**config.mk**
```make
export PLATFORM = sky130hd
export DESIGN_NAME = uart_tx_cfg
export DESIGN_NICKNAME = d
export VERILOG_FILES = /design/src/rtl/uart_tx_cfg.sv
export SDC_FILE = /design/constraint.sdc
export NUM_CORES = 1
export LEC_CHECK = 0
export CAP_MARGIN = 25
export CORE_MARGIN = 1.5
export CORE_UTILIZATION = 51
export DETAILED_ROUTE_END_ITERATION = 8
export PLACE_DENSITY = 0.68
export SLEW_MARGIN = 20
export SYNTH_ARGS = -nofsm -noshare
export SYNTH_HDL_FRONTEND = slang
export SYNTH_SLANG_ARGS = --single-unit
```
**constraint.sdc**
```tcl
create_clock -name uclk -period 2.8 [get_ports uclk]
set_input_delay 0.56 -clock uclk [delete_from_list [all_inputs] [get_ports uclk]]
set_output_delay 0.56 -clock uclk [all_outputs]
set_load 0.01 [all_outputs]
```
**src/rtl/uart_tx_cfg.sv**
```systemverilog
// uart_tx_cfg: parametrised UART transmitter with an input FIFO.
// Character width, parity mode and stop-bit count are fixed at elaboration.
// Producers push through a valid/ready handshake; queued characters are
// sent back-to-back, with a single high DONE cycle between frames.
module uart_tx_cfg #(
    parameter int CLK_FRE    = 50000000,
    parameter int BAUD       = 115200,
    parameter int DATA_BITS  = 8,
    parameter int PARITY     = 0,
    parameter int STOP_BITS  = 1,
    parameter int FIFO_DEPTH = 4
) (
    input  logic                          uclk,
    input  logic                          rst_n,
    input  logic [DATA_BITS-1:0]          tx_data,
    input  logic                          tx_valid,
    output logic                          tx_ready,
    output logic                          txd,
    output logic                          tx_busy,
    output logic                          tx_done,
    output logic [$clog2(FIFO_DEPTH):0]   fifo_cnt
);

    localparam int BPS_CNT = CLK_FRE / BAUD;
    localparam int BAUD_W  = (BPS_CNT > 1) ? $clog2(BPS_CNT) : 1;
    localparam int BIT_W   = $clog2(DATA_BITS + 1);
    localparam int AW      = (FIFO_DEPTH > 1) ? $clog2(FIFO_DEPTH) : 1;

    localparam logic [BAUD_W-1:0] BAUD_LAST = BAUD_W'(BPS_CNT - 1);
    localparam logic [BIT_W-1:0]  BIT_LAST  = BIT_W'(DATA_BITS - 1);
    localparam logic              STOP_LAST = (STOP_BITS == 2);
    localparam logic              PAR_ODD   = (PARITY == 2);

    // Elaboration-time parameter legality checks
    if (BPS_CNT < 2) begin : g_chk_bps
        $error("uart_tx_cfg: CLK_FRE/BAUD must be at least 2");
    end
    if (DATA_BITS < 5 || DATA_BITS > 9) begin : g_chk_data
        $error("uart_tx_cfg: DATA_BITS must be in 5..9");
    end
    if (PARITY < 0 || PARITY > 2) begin : g_chk_par
        $error("uart_tx_cfg: PARITY must be 0, 1 or 2");
    end
    if (STOP_BITS != 1 && STOP_BITS != 2) begin : g_chk_stop
        $error("uart_tx_cfg: STOP_BITS must be 1 or 2");
    end
    if (FIFO_DEPTH < 2 || (FIFO_DEPTH & (FIFO_DEPTH - 1)) != 0) begin : g_chk_fifo
        $error("uart_tx_cfg: FIFO_DEPTH must be a power of 2, at least 2");
    end

    typedef enum logic [5:0] {
        ST_IDLE   = 6'b000001,
        ST_START  = 6'b000010,
        ST_DATA   = 6'b000100,
        ST_PARITY = 6'b001000,
        ST_STOP   = 6'b010000,
        ST_DONE   = 6'b100000
    } state_t;

    state_t                state_q, state_d;
    logic [BAUD_W-1:0]     baud_q, baud_d;
    logic [BIT_W-1:0]      bit_q, bit_d;
    logic                  stop_q, stop_d;
    logic [DATA_BITS-1:0]  shift_q, shift_d;
    logic                  par_q, par_d;
    logic [AW:0]           wr_ptr_q, wr_ptr_d;
    logic [AW:0]           rd_ptr_q, rd_ptr_d;
    logic [DATA_BITS-1:0]  mem_q [FIFO_DEPTH];

    logic [AW-1:0]         wr_addr;
    logic [AW-1:0]         rd_addr;
    logic                  full;
    logic                  empty;
    logic                  push;
    logic                  pop;
    logic                  baud_end;
    logic [BAUD_W-1:0]     baud_inc;
    logic [DATA_BITS-1:0]  head;

    assign wr_addr  = wr_ptr_q[AW-1:0];
    assign rd_addr  = rd_ptr_q[AW-1:0];
    assign full     = (wr_addr == rd_addr) && (wr_ptr_q[AW] != rd_ptr_q[AW]);
    assign empty    = (wr_ptr_q == rd_ptr_q);
    assign tx_ready = !full;
    assign fifo_cnt = wr_ptr_q - rd_ptr_q;
    assign push     = tx_valid && !full;
    assign head     = mem_q[rd_addr];

    assign baud_end = (baud_q == BAUD_LAST);
    assign baud_inc = baud_end ? '0 : baud_q + BAUD_W'(1);

    assign tx_busy  = (state_q != ST_IDLE);
    assign tx_done  = (state_q == ST_DONE);

    // Next-state logic: frame sequencing, baud/bit/stop counters, FIFO pop
    always_comb begin
        state_d = state_q;
        baud_d  = baud_q;
        bit_d   = bit_q;
        stop_d  = stop_q;
        shift_d = shift_q;
        par_d   = par_q;
        pop     = 1'b0;
        case (state_q)
            ST_IDLE, ST_DONE: begin
                baud_d = '0;
                if (!empty) begin
                    // Parity comes from the whole character now, before shifting
                    pop     = 1'b1;
                    shift_d = head;
                    par_d   = (^head) ^ PAR_ODD;
                    bit_d   = '0;
                    stop_d  = 1'b0;
                    state_d = ST_START;
                end else begin
                    state_d = ST_IDLE;
                end
            end
            ST_START: begin
                baud_d = baud_inc;
                if (baud_end) begin
                    state_d = ST_DATA;
                end
            end
            ST_DATA: begin
                baud_d = baud_inc;
                if (baud_end) begin
                    shift_d = shift_q >> 1;
                    bit_d   = bit_q + BIT_W'(1);
                    if (bit_q == BIT_LAST) begin
                        state_d = (PARITY != 0) ? ST_PARITY : ST_STOP;
                    end
                end
            end
            ST_PARITY: begin
                baud_d = baud_inc;
                if (baud_end) begin
                    state_d = ST_STOP;
                end
            end
            ST_STOP: begin
                baud_d = baud_inc;
                if (baud_end) begin
                    if (stop_q == STOP_LAST) begin
                        state_d = ST_DONE;
                    end else begin
                        stop_d = 1'b1;
                    end
                end
            end
            default: begin
                state_d = ST_IDLE;
                baud_d  = '0;
                bit_d   = '0;
                stop_d  = 1'b0;
            end
        endcase
    end

    // FIFO pointer update from the push/pop strobes
    always_comb begin
        wr_ptr_d = wr_ptr_q + {{AW{1'b0}}, push};
        rd_ptr_d = rd_ptr_q + {{AW{1'b0}}, pop};
    end

    // Serial line decoded from registered state only
    always_comb begin
        txd = 1'b1;
        case (state_q)
            ST_START:  txd = 1'b0;
            ST_DATA:   txd = shift_q[0];
            ST_PARITY: txd = par_q;
            default:   txd = 1'b1;
        endcase
    end

    // Control and datapath registers with synchronous active-low reset
    always_ff @(posedge uclk) begin
        if (!rst_n) begin
            state_q  <= ST_IDLE;
            baud_q   <= '0;
            bit_q    <= '0;
            stop_q   <= 1'b0;
            shift_q  <= '0;
            par_q    <= 1'b0;
            wr_ptr_q <= '0;
            rd_ptr_q <= '0;
        end else begin
            state_q  <= state_d;
            baud_q   <= baud_d;
            bit_q    <= bit_d;
            stop_q   <= stop_d;
            shift_q  <= shift_d;
            par_q    <= par_d;
            wr_ptr_q <= wr_ptr_d;
            rd_ptr_q <= rd_ptr_d;
        end
    end

    // FIFO storage write; contents need no reset since pointers gate reads
    always_ff @(posedge uclk) begin
        if (rst_n && push) begin
            mem_q[wr_addr] <= tx_data;
        end
    end

    // A stalled producer must hold its offer until it is taken
    property p_hold_offer;
        @(posedge uclk) disable iff (!rst_n)
            (tx_valid && !tx_ready) |=> (tx_valid && $stable(tx_data));
    endproperty
    a_hold_offer: assert property (p_hold_offer);
    c_hold_offer: cover property (p_hold_offer);

    // tx_done lasts exactly one cycle
    a_done_pulse: assert property (@(posedge uclk) disable iff (!rst_n)
        tx_done |=> !tx_done);

endmodule
```
Word-level counts from Yosys, hierarchy flattened

Memory sizes are Yosys's and may differ from the RTL's. A register that Yosys moved wholly into a read port is not among the register bits.
Cells that the tools add are included.

Add/sub/neg operators: 5
Equality and inequality tests: 19
Muxes and demuxes: 24
Bitwise gates (word level): 5
Reduce and logical (&&, ||, !) cells: 16

Operator list:

| operator              | count |
|---|---|
| $mux W6               | 6 |
| $pmux W6 S5           | 1 |
| $mux W8               | 2 |
| $pmux W8 S2           | 1 |
| $ne A2 B2 Y1 const B  | 7 |
| $pmux W4 S3           | 1 |
| $add A9 B1 Y9 const B | 1 |
| $eq A9 B9 Y1 const B  | 1 |
| $reduce_and A3 Y1     | 3 |
| $reduce_or A3 Y1      | 3 |
| $mux W4               | 2 |
| $reduce_xor A8 Y1     | 1 |
| $mux W1               | 7 |
| $add A3 B1 Y3         | 2 |
| $eq A6 B1 Y1 const B  | 1 |
| $eq A6 B2 Y1 const B  | 1 |
| $eq A6 B3 Y1 const B  | 1 |
| $eq A6 B4 Y1 const B  | 1 |
| $eq A6 B5 Y1 const B  | 1 |
| $eq A6 B6 Y1 const B  | 1 |
| $ne A6 B1 Y1 const B  | 1 |
| $pmux W1 S3           | 2 |
| $reduce_and A6 Y1     | 1 |
| $not A1 Y1            | 5 |
| 13 further kinds      | 16 |

Register bits: 35
Memory bits (writable): 32
Input port bits: 11
Output and inout bits: 7
Word-level logic and storage cells: 78
Memories kept: 1

Memory list:

| memory | words | bits a word | read ports | clocked after memory_dff | write ports | RTL line | RTL |
|---|---|---|---|---|---|---|---|
| mem_q  | 4     | 8           | 1          | 1                        | 1           | 68       | `logic [DATA_BITS-1:0] mem_q [FIFO_DEPTH];` |

Depth between registers and ports, before layout

Word-level depth: 7
Mapped depth: 9
Mapped depth without buffers: 8

Worst setup path before layout

No wires, ideal clock.

Path type: reg-to-reg
Start: register rd_ptr_q[1]
End: memory mem_q[0][0] (enable)
Library setup time: 0.383 ns
Arrival time: 2.021 ns
Data required time: 2.417 ns
Path slack: 0.395 ns
Stages on the path, launching flop included: 8
Path buffers: 1
Period minus slack after synthesis: 2.405 ns
Path through: dfxtp_1 > clkbuf_1 > inv_1 > ha_1 > nand3b_1 > and2_1 > nand2_1 > nor3_1

Word-level cells in the longest chain between the ends: 7

RTL lines:

| item                          | RTL line | RTL |
|---|---|---|
| start: declaration            | 67       | `logic [AW:0] rd_ptr_q, rd_ptr_d;` |
| start signal: assignment      | 196      | `rd_ptr_q <= rd_ptr_d;` |
| $eq A2 B2 Y1                  | 82       | `assign full = (wr_addr == rd_addr) && (wr_ptr_q[AW] != rd_ptr_q[AW]);` |
| $logic_and A1 B1 Y1           | 82       |  |
| $logic_not A1 Y1              | --       |  |
| net tx_ready                  | 17       | `output logic tx_ready,` |
| $logic_and A1 B1 Y1           | 86       | `assign push = tx_valid && !full;` |
| $logic_and A1 B1 Y1           | 202      | `if (rst_n && push) begin` |
| $mux W1                       | 202      |  |
| $mux W1 (implied by the code) | 203      | `mem_q[wr_addr] <= tx_data;` |
| end: declaration              | 68       |  |

The timed path passes the listed nets, and every way through them passes these cells.

Worst setup path after layout

Start: register wr_ptr_q[0]
End: output fifo_cnt[2]

Word-level cells in the longest chain between the ends: 1

RTL lines:

| item                     | RTL line | RTL |
|---|---|---|
| start: declaration       | 66       | `logic [AW:0] wr_ptr_q, wr_ptr_d;` |
| start signal: assignment | 195      | `wr_ptr_q <= wr_ptr_d;` |
| $sub A3 B3 Y3            | 85       | `assign fifo_cnt = wr_ptr_q - rd_ptr_q;` |
| end: declaration         | 21       | `output logic [$clog2(FIFO_DEPTH):0] fifo_cnt` |

Every way passes these cells.

==> impl_metrics.toml <==
[timing]
tns_ns = 0
setup_viol = 0
hold_viol_final = 0
slew_headroom = 0.662
min_period_ns = 2.65
worst_pin_slew_ns = 0.506
period_share = 0.947
skew_ns = 0.00491
fmax_mhz = 377
finalHoldWorstSlack_ns = 0.480
rsz0062_at_grt = "no"
finalMaxSlewViolations = 0

[clock_network]
clock_latency_ns = 0.33
cts_buffers = 9
root_buffer = "clkbuf_8"
ctsHoldBuffers = 0
path_clk_slew_ns = 0.07
post_cts_resize_count = 0
cts_max_level = 3
cts_tree = "yes"
clockBufferDepth = 2
post_cts_buffers = 0
clkSinkCount = 64

[layout]
num_antenna_cells = 0
layout-drive-gt1-share = 0.195
area_growth_pct = 15.6
fin_nets = 257

[drt]
finalWirelength_mm = 4.70
top_layer = "met4"
met2_length_mm = 2.40
wl_per_cell_um = 15.1
vias_per_cell = 5.42
dr_wl_met3_um = 154
drtIter0Drc = 100
vias = 1687
wl_met1_mm = 2.06
dr.pass1.iters = 4
drc = 0
ant_nets = 0

[floorplanning]
die_height_um = 76.8
initial_core_util = 0.537
die_area_um2 = 5900
core_area_um2 = 5170
die_x_um = 76.8
io_pins = 18
rows = 26

[global_route]
grt_max_degree = 18
grt_pass1_vias = 1796
grt_overflow = 0
track_usage = 0.181
grt_pass1_wl_mm = 8.14
antenna_found_initial = 0

[pwr]
p_leak_uw = 0.00119
cellPowerDensity_nw_per_um2 = 777
ir_drop_mv = 0.665

[setup_path]
critPathLaunchType = "flip-flop"
worstPathRequired_ns = 2.24
critical_path_peak_fanout = 4
endpoint_kind = "primary output"
critPathArrivalTime_ns = 2.09
setup.worst_path.class = "reg2out"

[yosys]
yosysWarnings = 0
netlist_area_um2 = 2780
yosysSeqAreaShare = 0.576
synthArstFlopShare = 0
synth-seq-cells = 64
synthFlopType = "edfxtp_1"
synthTopCellsByArea = "edfxtp_1, dfxtp_1, mux4_2"
synth.distinct_cells = 47
synth_cells = 209
avgSynthCellArea_um2 = 13.3
synthTopCellsByCount = "dfxtp_1, edfxtp_1, nor2_1, nand2_1, ha_1"
yosys.area.top_type = "edfxtp_1"
synth_nets = 230
netlist.area_leader.share = 0.346
synth_edf_count = 32

[placed_design]
gp_congestion = 0.817
port_buffers = 17
dp_hpwl_mm = 3.32

[run]
maxCapViolCount = 0

[run_status]
outcome = "finished clean"

[worst_hold_path]
min-delay-path-class = "reg2reg"
==> cells in the final DEF (no fill, tap or decap), drive strengths merged, types with 3 or more instances in the layout <==
master / n
nor2b: 3
inv: 10
mux4: 8
o21ai: 4
xor2: 7
nand3: 7
a22o: 7
clkdlybuf4s50: 17
dfxtp: 32
nor2: 16
edfxtp: 32
buf: 7
and3: 4
mux2: 7
nand2: 12
clkbuf: 9
and2: 7
ha: 9
xnor2: 6
nor3: 6
nand3b: 4
==> routing by layer <==
metal | global-route usage | vias up
met1 | 0.215 | 818
li1 | - | 824
met5 | 0 | -
met2 | 0.300 | 37
met4 | 0.100 | 0
met3 | 0.0440 | 8
==> area by class of cell <==
| type | count | area, µm² |
|---|---|---|
| Tap cell | 70 | 87.6 |
| Inverter | 7 | 26.3 |
| Clock buffer | 9 | 124 |
| Timing Repair Buffer | 24 | 223 |
| Clock inverter | 7 | 55.1 |
| Fill cell | 395 | 1960 |
| Sequential cell | 64 | 1600 |
| Multi-Input combinational cell | 130 | 1100 |
==> kinds of logic after synthesis <==
group           after synthesis  synth area share
mux                          17             0.100
fa+ha+maj                    10            0.0477
buf+inv                      15            0.0293
simple gates                 67             0.139
xor+xnor                     13            0.0410
compound gates               23            0.0662
flops                        64             0.576
==> final timing paths <==
| kind | start | endpoint | slack, ns | cells past startpoint |
|---|---|---|---|---|
| worst max-delay path | wr_ptr_q[0] | fifo_cnt[2] | 0.15 | 5 |
| worst min-delay path | baud_q[0] | baud_q[0] | 0.48 | 1 |
| worst max register to register | wr_ptr_q[0] | rd_ptr_q[2] | 0.86 | 8 |
| worst min register to register | baud_q[0] | baud_q[0] | 0.48 | 1 |
==> power breakdown <==
part | internal (µW) | switching (µW) | total (µW)
registers | 1080 | 71.4 | 1150
logic | 333 | 302 | 635
clock network | 330 | 377 | 706
==> state kept, by name, summed over array words and instances (netlist names) <==
signal and count:
state_q 5, rd_ptr_q 3, wr_ptr_q 3, mem_q 32, shift_q 8, baud_q 9, bit_q 4
==> per-stage QoR <==
step / worst slack (ns) / area [µm²] / utilization / std cells / power (µW)
floorplan: 0.395 / 2780 / - / 209 / 1630
global placement: 0.536 / 3030 / 0.587 / 295 / 1780
detailed placement: 0.495 / 3030 / 0.587 / 295 / 1810
CTS: 0.128 / 3210 / 0.621 / 311 / 2520
global route: 0.0114 / 3210 / 0.621 / 311 / 2650
finish: 0.149 / 3210 / 0.621 / 311 / 2500
==> critical path, cell delays in order, from the launching register on <==
cell	delay, ns
dfxtp_1	0.37
inv_1	0.09
ha_1	0.21
fa_1	0.37
xnor2_1	0.17
clkdlybuf4s50_1	0.55
(Power assumes the default switching activity.)
==> RTL edit 1: new RTL, config.mk and constraints unchanged <==
Take the reset off `shift_q` and load it in a clocked block of its own.
--- a/src/rtl/uart_tx_cfg.sv
+++ b/src/rtl/uart_tx_cfg.sv
@@ -182,5 +182,4 @@
             bit_q    <= '0;
             stop_q   <= 1'b0;
-            shift_q  <= '0;
             par_q    <= 1'b0;
             wr_ptr_q <= '0;
@@ -191,9 +190,12 @@
             bit_q    <= bit_d;
             stop_q   <= stop_d;
-            shift_q  <= shift_d;
             par_q    <= par_d;
             wr_ptr_q <= wr_ptr_d;
             rd_ptr_q <= rd_ptr_d;
         end
+    end
+
+    always_ff @(posedge uclk) begin
+        shift_q <= shift_d;
     end
 
Formal check against the unedited RTL: same outputs for any inputs over 10 cycles, from zero or initial values and one cycle with rst_n low; that may be too few to reach the edited logic, so the function may still have changed.
==> RTL edit 1 against the original RTL <==
Power up 1.9%; maximum frequency is 1.5% higher; global-route usage grew 0.15 points; register-to-register slack got worse by 310 ps; die area increased by 0.39%; design area increased by 0.27%; synthesized area grew 0.41%; sequential power grew 5%; sequential share of layout area is 2.3 points higher; highest routed layer unchanged; hold slack improved by 2.2 ps; routed wire length down 0.96%; count of clock-buffer cells in the layout grew 2; sequential cell count stayed put; critical path type unchanged; worst setup slack better by 39 ps.
==> RTL edit 1: results <==
logic_synthesis:
  yosysUniqueCellTypes: 42
  avgSynthCellArea_um2: 12.7
  syn_nets: 241
  seq_area_frac_synth: 0.603
  synthTopCellsByArea: "edfxtp_1, dfxtp_1, mux4_2, ha_1, nand2_1"
  synth_top_cell_area_share: 0.430
  synth-edff-count: 40
  synth_common_cells: "edfxtp_1, nand2_1, dfxtp_1, nor2_1, ha_1"
  synth_warnings: 0
  synthArstFlopShare: 0
place:
  io_buffer_count: 17
  placed_area_um2: 3040
  dpl.cell_count: 303
  dp_hpwl_um: 3150
  place_congestion: 0.842
clocking:
  cts_setup_buffers: 0
  root_buffer: "clkbuf_8"
  cts_made_buffers: 9
  path_clk_slew_ps: 60
  cts_resized: 0
pwr:
  p_int_uw: 1830
  p_leak_uw: 0.00118
  peakVddDrop_v: 0.000395
critical_path:
  critPathMaxFanout: 4
  crit_arrival_ps: 2050
layout:
  stdcell_count: 319
  layout-drive-gt1-share: 0.133
  nNetsFinal: 265
  fill_cells: 395
  antenna_cells: 0
detailed_routing:
  wl_met2_um: 2210
  dr_wl_met3_um: 159
  vias_per_cell: 5.14
  dr.pass1.iters: 5
  top_layer_used: "met4"
  met1Wirelength_um: 2160
  drt-initial-drc-count: 54
  drc: 0
  wl_um: 4650
worst_hold_path:
  hold_path.class: "reg -> reg"
global_routing:
  grt_max_degree: 21
  grt_first_pass_wirelength_um: 7950
  track_usage: 0.182
  grt_pass1_vias: 1661
timing:
  worst_pin_slew_ps: 825
  fin_skew_ps: 3.42
run_status:
  outcome: "finished, final reports clean"
## RTL edit 1: logic make-up after synthesis
logic type,Yosys count,share of synthesized area
AO/OA/AOI/OAI,20,0.0466
XOR/XNOR,13,0.0435
adder cells (fa/ha/maj),10,0.0475
buffers and inverters,16,0.0260
flip-flops,64,0.603
multiplexers,9,0.0682
AND/OR/NAND/NOR,88,0.165
## RTL edit 1: final cells by class
class | count | area share
clock inverter | 5 | 0.0148
clock buffer | 11 | 0.0408
timing repair buffer | 23 | 0.0668
inverter | 6 | 0.00699
sequential | 64 | 0.522
multi-input combinational | 140 | 0.322
tap | 70 | 0.0272
## RTL edit 1: power by group through the flow
stage	sequential, µW	clock (µW)	combinational (µW)
after CTS	1210	752	609
after detailed placement	1230	0	609
after global placement	1230	0	595
after floorplan	1190	0	448
final	1210	733	600
after global routing	1230	786	665
## RTL edit 1: critical path: cells and delay by family, from the launching register on
| kind | cells | cell delay [ps] |
|---|---|---|
| buffers and inverters | 2 | 630 |
| DFF | 1 | 370 |
| adders and majority gates | 2 | 580 |
| xor gates and xnor gates | 1 | 150 |
## RTL edit 1: layer usage
metal	vias up	GRT usage
met5	-	0
met4	0	0.111
met3	9	0.0393
met2	33	0.289
met1	765	0.228
li1	834	-
## RTL edit 1: worst paths after layout
check                                 start           to  slack [ps]  cells past startpoint
worst max register to register   state_q[1]   shift_q[6]         550                      5
worst min register to register     bit_q[1]     bit_q[1]         480                      2
worst max-delay path            wr_ptr_q[0]  fifo_cnt[2]         190                      5
worst min-delay path               bit_q[1]     bit_q[1]         480                      2
## RTL edit 1: metrics by stage
step	setup WS [ps]	total power (µW)	utilization
6_report	187	2540	0.619
3_5_place_dp	522	1840	0.585
3_3_place_gp	536	1820	0.585
5_1_grt	70.5	2680	0.619
4_1_cts	161	2570	0.619
2_1_floorplan	620	1640	-
==> RTL edit 2: new RTL, config.mk and constraints unchanged <==
Made on the original files. The parameter `BAUD` goes from 115200 to 57600.
--- a/src/rtl/uart_tx_cfg.sv
+++ b/src/rtl/uart_tx_cfg.sv
@@ -5,5 +5,5 @@
 module uart_tx_cfg #(
     parameter int CLK_FRE    = 50000000,
-    parameter int BAUD       = 115200,
+    parameter int BAUD       = 57600,
     parameter int DATA_BITS  = 8,
     parameter int PARITY     = 0,
Formal check against the unedited RTL: same outputs for any inputs over 10 cycles, from zero or initial values and one cycle with rst_n low; that may be too few to reach the edited logic, so the function may still have changed.
==> RTL edit 2 against the original RTL <==
Register-to-register slack worse by 240 ps; sequential share of layout area is 1.3 points lower; first-iteration DRC count increased by 22%; design area up 4.0%; cell count up 8.4%; sequential cell count grew 1; worst setup slack barely moved; critical path type unchanged; synthesized area rose by 2.4%; routed wire length is 5.4% higher; power is 7.0% higher.
==> RTL edit 2: results <==
run_status:
  outcome: "finished, final reports clean"
critical_path:
  reg2regPathDepth: 6
  endpoint: "tx_busy"
  r2r-start: "wr_ptr_q[0]"
  critical_path.top_delay_family: "simple AND/OR/NAND/NOR gates"
  crit_start: "state_q[1]"
  r2r_setup_slack_ps: 620
  critPathMaxFanout: 7
  cp_slowest_stage_delay_ps: 480
  rr_endpoint: "rd_ptr_q[1]"
layout:
  stdcell_count: 337
  nNetsFinal: 280
  largest_registers: "mem_q (32), baud_q (10), shift_q (8)"
  layout-drive-gt1-share: 0.155
timing:
  worst_pin_slew_ps: 846
  fin_skew_ps: 8.55
  holdWs_ps: 479
  worst_slack_ps: 149
  setup_tns_ps: 0
worst_hold_path:
  holdPathStages: 2
  worst_hold_startpoint: "bit_q[1]"
  whs_endpoint: "bit_q[1]"
logic_synthesis:
  yosysUniqueCellTypes: 43
  synth-edff-count: 32
  seq_area_frac_synth: 0.570
  avgSynthCellArea_um2: 12.1
  synthTopCellsByArea: "edfxtp_1, dfxtp_1, mux4_2, ha_1, xor2_1"
  synth_ff_type: "dfxtp_1"
  syn_nets: 255
  synth_common_cells: "dfxtp_1, edfxtp_1, nand2_1, nor2_1, nor3_1"
detailed_routing:
  dr.pass1.iters: 4
  wl_um: 4950
  vias_per_cell: 5.40
  drt-initial-drc-count: 122
global_routing:
  grt_max_degree: 15
  track_usage: 0.180
  grt_pass1_vias: 1726
  antenna_found_initial: 0
  grt_first_pass_wirelength_um: 8220
clocking:
  cts_made_buffers: 9
  cts_buffer_depth: 2
  cts_resized: 0
  root_buffer: "clkbuf_8"
pwr:
  switching_share: 0.281
  p_leak_uw: 0.00118
  peakVddDrop_v: 0.000603
place:
  place_congestion: 0.728
  dpl.cell_count: 321
  dp_hpwl_um: 3360
  pre_cts_ws_ps: 469
RTL edit 2: cell count changes in the layout (fill, tap and decap cells not counted), moves of 3 or more:
cell / change
mux2_2: -7
a22o_1: -7
nand3_1: +3
a311oi_1: +7
a21oi_1: +4
nor3_1: +6
nand4_1: +4
nand2_1: +8
RTL edit 2: per-layer routing:
layer	vias to the layer above	routed length (µm)	track usage
met2	24	2460	0.287
met3	4	144	0.0518
met1	868	2310	0.230
met4	0	34	0.0709
li1	925	-	-
met5	-	0	0
RTL edit 2: power by group through the flow:
stage,Combinational [µW],Sequential (µW),Clock [µW]
6_report,657,1130,883
5_1_grt,732,1140,936
4_1_cts,665,1130,900
3_5_place_dp,663,1150,0
3_3_place_gp,654,1150,0
2_1_floorplan,502,1140,0
RTL edit 2: per-stage QoR:
| stage | power [µW] | utilization | instance area [µm²] |
|---|---|---|---|
| after global routing | 2810 | 0.614 | 3340 |
| after CTS | 2700 | 0.614 | 3340 |
| after floorplan | 1640 | - | 2850 |
| final | 2670 | 0.614 | 3340 |
| after detailed placement | 1820 | 0.572 | 3110 |
| after global placement | 1800 | 0.572 | 3110 |
RTL edit 2: kinds of logic after synthesis:
family,count (synthesis),share of synthesized area
simple gates,90,0.170
flops,65,0.570
compound gates,28,0.0769
buf+inv,20,0.0321
xor+xnor,15,0.0462
fa+ha+maj,9,0.0422
mux,8,0.0633
RTL edit 2: cell type report:
| class | count | area, µm² |
|---|---|---|
| clock buffers | 9 | 124 |
| clock inverters | 7 | 103 |
| fillers | 452 | 2100 |
| inverters | 8 | 30.0 |
| multi-input cells | 150 | 1130 |
| flip-flops and latches | 65 | 1620 |
| well taps | 72 | 90.1 |
| repair buffers | 26 | 240 |
